<file path="src/rtl/axi_lite_cmd_master.sv">
// Single-outstanding AXI4-Lite master: turns a blocking command/response
// handshake into exactly one AXI4-Lite read or write at a time.
module axi_lite_cmd_master #(
  parameter int ADDR_WIDTH_p    = 4,
  parameter int ERR_CNT_WIDTH_p = 8
) (
  input  logic                       clk,
  input  logic                       rst_n,
  input  logic                       i_cmd_valid,
  output logic                       o_cmd_ready,
  input  logic                       i_cmd_write,
  input  logic [ADDR_WIDTH_p-1:0]    i_cmd_addr,
  input  logic [31:0]                i_cmd_wdata,
  input  logic [3:0]                 i_cmd_wstrb,
  output logic                       o_rsp_valid,
  input  logic                       i_rsp_ready,
  output logic                       o_rsp_write,
  output logic [31:0]                o_rsp_rdata,
  output logic [1:0]                 o_rsp_resp,
  output logic                       o_busy,
  output logic [ERR_CNT_WIDTH_p-1:0] o_err_cnt,
  output logic [ADDR_WIDTH_p-1:0]    o_axi_awaddr,
  output logic                       o_axi_awvalid,
  input  logic                       i_axi_awready,
  output logic [31:0]                o_axi_wdata,
  output logic [3:0]                 o_axi_wstrb,
  output logic                       o_axi_wvalid,
  input  logic                       i_axi_wready,
  input  logic [1:0]                 i_axi_bresp,
  input  logic                       i_axi_bvalid,
  output logic                       o_axi_bready,
  output logic [ADDR_WIDTH_p-1:0]    o_axi_araddr,
  output logic                       o_axi_arvalid,
  input  logic                       i_axi_arready,
  input  logic [31:0]                i_axi_rdata,
  input  logic [1:0]                 i_axi_rresp,
  input  logic                       i_axi_rvalid,
  output logic                       o_axi_rready
);

  typedef enum logic [2:0] {IDLE, WR, WR_B, RD, RD_R, RSP} state_e;

  localparam logic [ADDR_WIDTH_p-1:0] LOW_BITS_lp = ADDR_WIDTH_p'(3);

  state_e                     state_q, state_d;
  logic [ADDR_WIDTH_p-1:0]    addr_q, addr_d;
  logic [31:0]                wdata_q, wdata_d;
  logic [3:0]                 wstrb_q, wstrb_d;
  logic                       aw_done_q, aw_done_d;
  logic                       w_done_q, w_done_d;
  logic                       rsp_write_q, rsp_write_d;
  logic [31:0]                rsp_rdata_q, rsp_rdata_d;
  logic [1:0]                 rsp_resp_q, rsp_resp_d;
  logic [ERR_CNT_WIDTH_p-1:0] err_cnt_q, err_cnt_d;
  logic                       cap_en;
  logic [1:0]                 cap_resp;

  function automatic logic [ERR_CNT_WIDTH_p-1:0] sat_inc(input logic [ERR_CNT_WIDTH_p-1:0] v);
    if (&v) return v;
    return v + ERR_CNT_WIDTH_p'(1);
  endfunction

  always_comb begin
    state_d     = state_q;
    addr_d      = addr_q;
    wdata_d     = wdata_q;
    wstrb_d     = wstrb_q;
    aw_done_d   = aw_done_q;
    w_done_d    = w_done_q;
    rsp_write_d = rsp_write_q;
    rsp_rdata_d = rsp_rdata_q;
    rsp_resp_d  = rsp_resp_q;
    err_cnt_d   = err_cnt_q;
    cap_en      = 1'b0;
    cap_resp    = 2'b00;
    case (state_q)
      IDLE: begin
        if (i_cmd_valid) begin
          addr_d    = i_cmd_addr & ~LOW_BITS_lp;
          wdata_d   = i_cmd_wdata;
          wstrb_d   = i_cmd_wstrb;
          aw_done_d = 1'b0;
          w_done_d  = 1'b0;
          state_d   = i_cmd_write ? WR : RD;
        end
      end
      WR: begin
        // AW and W complete independently; wait until both have handshaken
        aw_done_d = aw_done_q | i_axi_awready;
        w_done_d  = w_done_q | i_axi_wready;
        if (aw_done_d && w_done_d) state_d = WR_B;
      end
      WR_B: begin
        if (i_axi_bvalid) begin
          cap_en      = 1'b1;
          cap_resp    = i_axi_bresp;
          rsp_write_d = 1'b1;
          rsp_rdata_d = '0;
          state_d     = RSP;
        end
      end
      RD: begin
        if (i_axi_arready) state_d = RD_R;
      end
      RD_R: begin
        if (i_axi_rvalid) begin
          cap_en      = 1'b1;
          cap_resp    = i_axi_rresp;
          rsp_write_d = 1'b0;
          rsp_rdata_d = i_axi_rdata;
          state_d     = RSP;
        end
      end
      RSP: begin
        if (i_rsp_ready) state_d = IDLE;
      end
      default: state_d = IDLE;
    endcase
    if (cap_en) begin
      rsp_resp_d = cap_resp;
      if (cap_resp != 2'b00) err_cnt_d = sat_inc(err_cnt_q);
    end
  end

  always_ff @(posedge clk or negedge rst_n) begin
    if (!rst_n) begin
      state_q     <= IDLE;
      addr_q      <= '0;
      wdata_q     <= '0;
      wstrb_q     <= '0;
      aw_done_q   <= 1'b0;
      w_done_q    <= 1'b0;
      rsp_write_q <= 1'b0;
      rsp_rdata_q <= '0;
      rsp_resp_q  <= '0;
      err_cnt_q   <= '0;
    end else begin
      state_q     <= state_d;
      addr_q      <= addr_d;
      wdata_q     <= wdata_d;
      wstrb_q     <= wstrb_d;
      aw_done_q   <= aw_done_d;
      w_done_q    <= w_done_d;
      rsp_write_q <= rsp_write_d;
      rsp_rdata_q <= rsp_rdata_d;
      rsp_resp_q  <= rsp_resp_d;
      err_cnt_q   <= err_cnt_d;
    end
  end

  assign o_cmd_ready   = (state_q == IDLE);
  assign o_busy        = (state_q != IDLE);
  assign o_axi_awvalid = (state_q == WR) && !aw_done_q;
  assign o_axi_wvalid  = (state_q == WR) && !w_done_q;
  assign o_axi_bready  = (state_q == WR_B);
  assign o_axi_arvalid = (state_q == RD);
  assign o_axi_rready  = (state_q == RD_R);
  assign o_rsp_valid   = (state_q == RSP);
  assign o_axi_awaddr  = addr_q;
  assign o_axi_araddr  = addr_q;
  assign o_axi_wdata   = wdata_q;
  assign o_axi_wstrb   = wstrb_q;
  assign o_rsp_write   = rsp_write_q;
  assign o_rsp_rdata   = rsp_rdata_q;
  assign o_rsp_resp    = rsp_resp_q;
  assign o_err_cnt     = err_cnt_q;

endmodule

</file>
<file path="config.mk">
export PLATFORM = sky130hd
export DESIGN_NAME = axi_lite_cmd_master
export DESIGN_NICKNAME = d
export VERILOG_FILES = /design/src/rtl/axi_lite_cmd_master.sv
export SDC_FILE = /design/constraint.sdc
export NUM_CORES = 1
export LEC_CHECK = 0
export ABC_CLOCK_PERIOD_IN_PS = 1700
export BUFFER_PORTS_ARGS = -buffer_cell sky130_fd_sc_hd__buf_2
export CAP_MARGIN = 0
export CORE_MARGIN = 2
export CORE_UTILIZATION = 41
export DETAILED_ROUTE_END_ITERATION = 6
export GPL_TIMING_DRIVEN = 0
export PLACE_DENSITY = 0.76
export SYNTH_ARGS = -nofsm -noshare
export SYNTH_HDL_FRONTEND = slang
export SYNTH_SLANG_ARGS = --single-unit
</file>
<file path="constraint.sdc">
create_clock -name clk -period 1.7 [get_ports clk]
set_clock_uncertainty 0.05 [all_clocks]
set_input_delay 0.085 -clock clk [delete_from_list [all_inputs] [get_ports clk]]
set_output_delay 0.085 -clock clk [all_outputs]
set_load 0.03 [all_outputs]
</file>
==> flow_summary_export.csv, run 1 <==
group,metric,value,unit
pwr,switchingPower,5.117,mW
placement,routabilityCongestion,0.7669,
synthesis,synth_cell_types,42,
synthesis,yosysWarnings,0,
sta,drv_slew,0,
routing,vias_per_cell,4.926,
sta,worstMarginPinSlew,0.5322,ns
clock_tree,cts.sinks,86,
pwr,ir_drop,0.0009043,V
setup_path,end_kind,"flop",
synthesis,yosys-top-cells-area,"dfrtp_1 59%, mux2_2 12%, nand2_1 7.0%",
setup_path,path_cells,"or3_4, clkinvlp_4, and2_4, buf_12, clkbuf_16, mux2_4",
sta,setup_violations,43,
cells_and_area,seq_area,2155,um^2
cells_and_area,num-fill-cells,592,
clock_tree,clk_latency,0.34,ns
clock_tree,clock_tree.root_cell,"clkbuf_8",
cells_and_area,nets,690,
flow_run,drv_cap,0,
cells_and_area,finalCoreUtilization,71.41,%
synthesis,async_reset_ff_share,100.0,%
cells_and_area,area_growth,70.50,%
synthesis,ys_ff_latch,86,
synthesis,synth.largest_area_cell,"dfrtp_1",
setup_path,path_max_fanout,7,
synthesis,syn-cell-area,3635,um^2
setup_path,r2r_cells,6,
synthesis,synthCells,323,
status,status,"finished with violations",
clock_tree,clkTransAtPathRegs,0.09,ns
cells_and_area,drive_gt1_share,46.29,%
min_path,hold_class,"in -> reg",
routing,final_antenna_net_count,0,
floorplanning,die-area,9634,um^2
pwr,pwr-share-comb,56.8,%
pwr,p_clk_share,11.9,%
routing,wire_per_inst,17.23,um
global_routing,grtUsageTotal,24.97,%
routing,dr.pass1.iters,4,
placement,dp_hpwl,6757,um
pwr,intPower,6.320,mW
global_routing,antenna_found_initial,0,
setup_path,worst_ep_required_time,1.89,ns
status,violations,"setup timing",
pwr,swShare,44.74,%
setup_path,worstPathArrival,2.02,ns
sta,fmax,0.5441,GHz
setup_path,startpoint,"state_q[0]$_DFFE_PN0P_",
sta,relSlewSlack,64.52,%
placement,place.port_buffers,174,
floorplanning,die_height,98.16,um
setup_path,slowest_delay,0.44,ns
clock_tree,h-tree-depth,3,
floorplanning,io_pins,181,
synthesis,synth-edff-count,0,
floorplanning,die_w,98.16,um
clock_tree,cts_buffers,9,
global_routing,grt_max_degree,48,
synthesis,synth.most_common_cell,"dfrtp_1",
setup_path,r2r-start,"state_q[0]$_DFFE_PN0P_",
routing,dr.first_iter.drc_count,114,
synthesis,ys_top_cells_by_count,"86 x dfrtp_1, 68 x nand2_1, 40 x mux2_2, 35 x o21ai_0, 14 x nor2_1",
routing,drcViolationCount,0,
setup_path,reg2reg_to,"o_axi_wdata[14]$_DFFE_PN0P_",
pwr,power.leakage,3.127,nW
sta,finalSetupTns,-4.221,ns
routing,vias,3522,
setup_path,regToRegSetupSlack,-0.14,ns
floorplanning,num_rows,34,
pwr,seq_power_share,31.3,%
cells_and_area,multiInputGateArea,1551,um^2
synthesis,synth_top_area_share,59.21,%
setup_path,crit_path_end,"o_axi_wdata[14]$_DFFE_PN0P_",
global_routing,grt_overflow,0,
sta,fin_crit,1.838,ns
cells_and_area,diodes,0,
synthesis,avgSynthCellArea,11.25,um^2
clock_tree,cts_buffer_depth,2,
setup_path,critical_path_class,"reg -> reg",
setup_path,crit_slowest_cell,"dfrtp_2",
synthesis,synth_flop_cell,"dfrtp_1",
clock_tree,cts_tree,"built",
sta,fin_crit_sh,108.1,%
floorplanning,start_util,41.88,%
global_routing,grt_pass1_vias,3723,
sta,rsz0062_at_grt,"true",
floorplanning,fp.coreArea,8678,um^2
setup_path,start_kind,"flop",
sta,layout_setup_ws,-0.1380,ns
global_routing,grt_pass1_wl,18980,um
sta,finalHoldViolations,0,
sta,whs,0.04074,ns
pwr,power_density,1845,nW/um^2
synthesis,yosysSeqAreaShare,59.21,%
routing,routed_wl,12320,um
## how the worst min path moves through the flow
stage                                              to  slack, ns            from  cells past startpoint
final                          state_q[2]$_DFFE_PN0P_       0.04   i_axi_arready                      3
after global routing           state_q[2]$_DFFE_PN0P_       0.02   i_axi_arready                      3
after CTS                      state_q[2]$_DFFE_PN0P_      0.001   i_axi_arready                      3
after detailed placement  o_axi_wdata[27]$_DFFE_PN0P_       0.05           rst_n                      1
after global placement     o_axi_wdata[4]$_DFFE_PN0P_       0.27  i_cmd_wdata[4]                      2
after floorplan                 aw_done_q$_DFFE_PN0P_      -0.26           rst_n                      0
## critical path: cells and delay by family, from the launching register on
kind	cells	cell delay (ns)
buffers and inverters	3	0.39
DFF	1	0.44
muxes	1	0.30
and+or+nand+nor	2	0.56
## stage by stage
step                instance area [um^2]  cells  setup WS, ns  total power, mW
floorplan                           3751    326       -0.2596            7.269
global placement                    4757    608       -0.2305            8.692
detailed placement                  4787    609       -0.2975            8.844
CTS                                 6108    715       -0.1270            11.07
global route                        6197    715       -0.1764            12.03
finish                              6197    715       -0.1380            11.44
## cells by family after synthesis
logic type / after synthesis / share of synthesized area (%)
and+or+nand+nor: 105 / 13.39
DFF: 86 / 59.21
AOI/OAI and AO/OA: 55 / 8.675
muxes: 41 / 12.67
buffers and inverters: 30 / 4.440
xor gates and xnor gates: 4 / 1.171
adders and majority gates: 1 / 0.3442
other: 1 / 0.1032
## cell type report
| type | instances | share of cell area, % |
|---|---|---|
| inverter | 6 | 0.4240 |
| clock buffer | 11 | 2.120 |
| buffer | 23 | 4.038 |
| tap | 108 | 2.181 |
| timing repair buffer | 267 | 30.65 |
| multi-input combinational | 210 | 25.04 |
| clock inverter | 4 | 0.7874 |
| sequential | 86 | 34.77 |
## repair_timing
| action | in CTS | in global routing |
|---|---|---|
| hold buffers | 78 | 0 |
| gates resized for setup | 58 | 34 |
| gates cloned | 2 | 1 |
| setup endpoints to repair | 79 | 80 |
| setup buffers | 11 | 1 |
| hold endpoints to repair | 115 | 0 |
| pin swaps | 7 | 4 |
## routing by layer
layer | routed length, um | global-route usage, % | share of wire (%) | vias up
li1 | - | - | - | 1648
met5 | 0 | 0 | 0 | -
met2 | 6268 | 42.99 | 51 | 169
met1 | 4997 | 31.13 | 41 | 1683
met3 | 796 | 5.655 | 6.5 | 22
met4 | 257 | 8.746 | 2.1 | 0
## placed cells by master, fill, tap and decap left out, types with 3 or more instances in the layout
cell             n
buf_8            5
nand4_1          3
buf_4           13
clkbuf_1         3
nor2_1          12
nand2_1         68
buf_6           11
clkbuf_2         3
buf_12           3
mux2_4          38
nand3_1          3
or3_4            3
inv_1            5
buf_2          169
clkbuf_8         9
a21oi_1          8
dlygate4sd3_1   78
conb_1           4
o21ai_0         33
buf_16           3
dfrtp_1         84
## state kept, by name (all words and copies together) (netlist names)
register / flops
aw_done_q: 1
o_axi_araddr: 2
o_axi_wdata: 32
o_axi_wstrb: 4
o_err_cnt: 8
o_rsp_rdata: 32
o_rsp_resp: 2
o_rsp_write: 1
state_q: 3
w_done_q: 1
## power by group through the flow
stage / Clock [mW] / Combinational, mW / Sequential (mW)
finish: 1.37 / 6.49 / 3.58
detailed placement: 0 / 5.35 / 3.49
floorplan: 0 / 2.12 / 5.15
global placement: 0 / 5.25 / 3.44
CTS: 1.41 / 6.20 / 3.47
global route: 1.50 / 6.86 / 3.67
(Power assumes the default switching activity.)
==> inputs of run 2 (changes only) <==
--- a/config.mk
+++ b/config.mk
@@ -6,13 +6,13 @@
 export NUM_CORES = 1
 export LEC_CHECK = 0
 export ABC_CLOCK_PERIOD_IN_PS = 1700
-export BUFFER_PORTS_ARGS = -buffer_cell sky130_fd_sc_hd__buf_2
 export CAP_MARGIN = 0
 export CORE_MARGIN = 2
-export CORE_UTILIZATION = 41
+export CORE_UTILIZATION = 56
 export DETAILED_ROUTE_END_ITERATION = 6
+export DONT_BUFFER_PORTS = 1
 export GPL_TIMING_DRIVEN = 0
-export PLACE_DENSITY = 0.76
+export PLACE_DENSITY = 0.74
 export SYNTH_ARGS = -nofsm -noshare
 export SYNTH_HDL_FRONTEND = slang
 export SYNTH_SLANG_ARGS = --single-unit
==> flow_summary_export.csv, run 2 (synthesis gave the netlist of run 1 again) <==
group,metric,value,unit
status,status,"finished with violations",
status,violations,"hold timing, setup timing",
setup_path,worstPathArrival,2.20,ns
setup_path,r2r-start,"state_q[1]$_DFFE_PN0P_",
cells_and_area,num-fill-cells,314,
setup_path,end_kind,"flop",
floorplanning,io_pins,181,
clock_tree,cts.sinks,86,
global_routing,grt_max_degree,87,
global_routing,grtUsageTotal,29.70,%
routing,routed_wl,11240,um
routing,vias_per_cell,5.772,
floorplanning,die-area,7151,um^2
cells_and_area,diodes,0,
pwr,seq_power_share,51.7,%
routing,wl_met3,1040,um
routing,final_antenna_net_count,0,
clock_tree,cts_buffer_depth,2,
floorplanning,start_util,57.57,%
setup_path,worst_ep_required_time,1.87,ns
setup_path,regToRegSetupSlack,-0.33,ns
clock_tree,cts_tree,"built",
cells_and_area,layout_commonest_cell,"dfrtp_1",
setup_path,critical_path_class,"reg -> reg",
routing,vias,3019,
setup_path,path_max_fanout,6,
global_routing,grt_pass1_wl,16500,um
pwr,intPower,5.610,mW
sta,fin_crit,2.032,ns
sta,layout_setup_ws,-0.3317,ns
sta,finalSetupTns,-12.12,ns
pwr,switchingPower,4.972,mW
routing,top_layer,"met4",
pwr,power_density,1957,nW/um^2
routing,wire_per_inst,21.48,um
pwr,power.leakage,2.430,nW
clock_tree,clkTransAtPathRegs,0.09,ns
routing,drcViolationCount,0,
clock_tree,clk_latency,0.33,ns
sta,rsz0062_at_grt,"true",
global_routing,antenna_found_initial,0,
floorplanning,die_w,84.57,um
global_routing,grt_overflow,0,
clock_tree,h-tree-depth,3,
placement,place.port_buffers,0,
pwr,swShare,46.99,%
placement,dp_cells,403,
min_path,hold_class,"in -> async",
cells_and_area,nets,530,
cells_and_area,final_cell_mix,"84 x dfrtp_1, 80 x dlygate4sd3_1, 65 x nand2_1, 35 x mux2_4, 21 x o21ai_1",
clock_tree,holdBufCountCts,80,
flow_run,drv_cap,0,
routing,dr.pass1.iters,4,
routing,route.met2.wl,5895,um
placement,place_area,3847,um^2
clock_tree,cts_buffers,9,
sta,drv_slew,0,
cells_and_area,fin_cells,523,
cells_and_area,stdcell_area,5406,um^2
routing,dr.first_iter.drc_count,162,
cells_and_area,area_growth,48.74,%
pwr,ir_drop,0.001347,V
floorplanning,num_rows,29,
sta,fmax,0.4922,GHz
floorplanning,fp.coreArea,6314,um^2
setup_path,start_kind,"flop",
placement,dp_hpwl,5742,um
sta,fin_crit_sh,119.5,%
routing,met1_length,4074,um
cells_and_area,drive_gt1_share,29.37,%
sta,finalHoldViolations,86,
sta,whs,-0.6142,ns
setup_path,r2r_cells,7,
global_routing,grt_pass1_vias,3153,
pwr,pwr-share-comb,36.6,%
pwr,p_clk_share,11.7,%
sta,setup_violations,48,
setup_path,reg2reg_to,"o_axi_wstrb[2]$_DFFE_PN0P_",
placement,routabilityCongestion,0.7729,
floorplanning,die_height,84.57,um
clock_tree,clock_tree.root_cell,"clkbuf_8",
[run 2: cell count changes in the layout (fill, tap and decap cells not counted), sizes merged]
cell	change
buf	-167
bufinv	-1
clkbuf	+4
dlygate4sd3	+2
inv	+1
[run 2: through the flow]
step	power [mW]	worst slack, ns	util, %	hold WS (ns)
after global placement	7.725	-0.3393	60.94	-0.2593
after detailed placement	7.867	-0.3652	60.94	-0.2596
after floorplan	7.269	-0.2596	-	-0.2606
final	10.58	-0.3317	85.63	-0.6142
after global routing	11.03	-0.3632	85.63	-0.6456
after CTS	9.962	-0.3341	81.97	-0.6349
[run 2: worst max-delay path, stage by stage, from the launching register on]
cell and delay [ns]:
dfrtp_1 0.42, or3_4 0.46, clkinvlp_4 0.19, and2_4 0.19, buf_12 0.13, buf_8 0.12
buf_6 0.09, mux2_4 0.29
[run 2: timing repair]
item | 4_1_cts | 5_1_grt
gates resized for setup | 65 | 60
endpoints found under the hold margin | 163 | 86
gates cloned | 2 | 3
buffers inserted | 13 | 11
endpoints found under the setup margin | 78 | 85
pin swaps | 12 | 8
[run 2: final cells by class]
type	instances	area, um^2	share of cell area [%]
flip-flops and latches	86	2155	39.85
multi-input cells	210	1569	29.02
repair buffers	108	1135	20.99
plain buffers	22	264.0	4.883
clock buffers	10	137.6	2.546
well taps	77	96.34	1.782
inverters	6	26.28	0.4860
clock inverters	4	23.77	0.4397
[run 2: routing by layer]
layer | vias up | GRT usage, %
met2 | 170 | 50.75
met5 | - | 0
met1 | 1496 | 35.80
met3 | 20 | 9.046
li1 | 1333 | -
met4 | 0 | 10.39
[run 2: power by group through the flow]
stage | registers, mW | clock network, mW | logic (mW)
after floorplan | 5.15 | 0 | 2.12
after global placement | 5.35 | 0 | 2.37
after detailed placement | 5.39 | 0 | 2.48
after CTS | 5.38 | 1.25 | 3.33
after global routing | 5.56 | 1.35 | 4.13
final | 5.47 | 1.24 | 3.87
[run 2: worst max path at each step]
| stage | from | to | cells past startpoint | slack [ns] |
|---|---|---|---|---|
| 6_report | state_q[1]$_DFFE_PN0P_ | o_axi_wstrb[2]$_DFFE_PN0P_ | 7 | -0.33 |
| 5_1_grt | state_q[1]$_DFFE_PN0P_ | o_axi_wstrb[2]$_DFFE_PN0P_ | 7 | -0.36 |
| 4_1_cts | state_q[0]$_DFFE_PN0P_ | o_axi_wdata[20]$_DFFE_PN0P_ | 7 | -0.33 |
| 3_5_place_dp | state_q[0]$_DFFE_PN0P_ | o_axi_wdata[20]$_DFFE_PN0P_ | 7 | -0.37 |
| 3_3_place_gp | state_q[1]$_DFFE_PN0P_ | o_axi_araddr[3]$_DFFE_PN0P_ | 6 | -0.34 |
| 2_1_floorplan | state_q[0]$_DFFE_PN0P_ | o_axi_araddr[2]$_DFFE_PN0P_ | 7 | -0.26 |
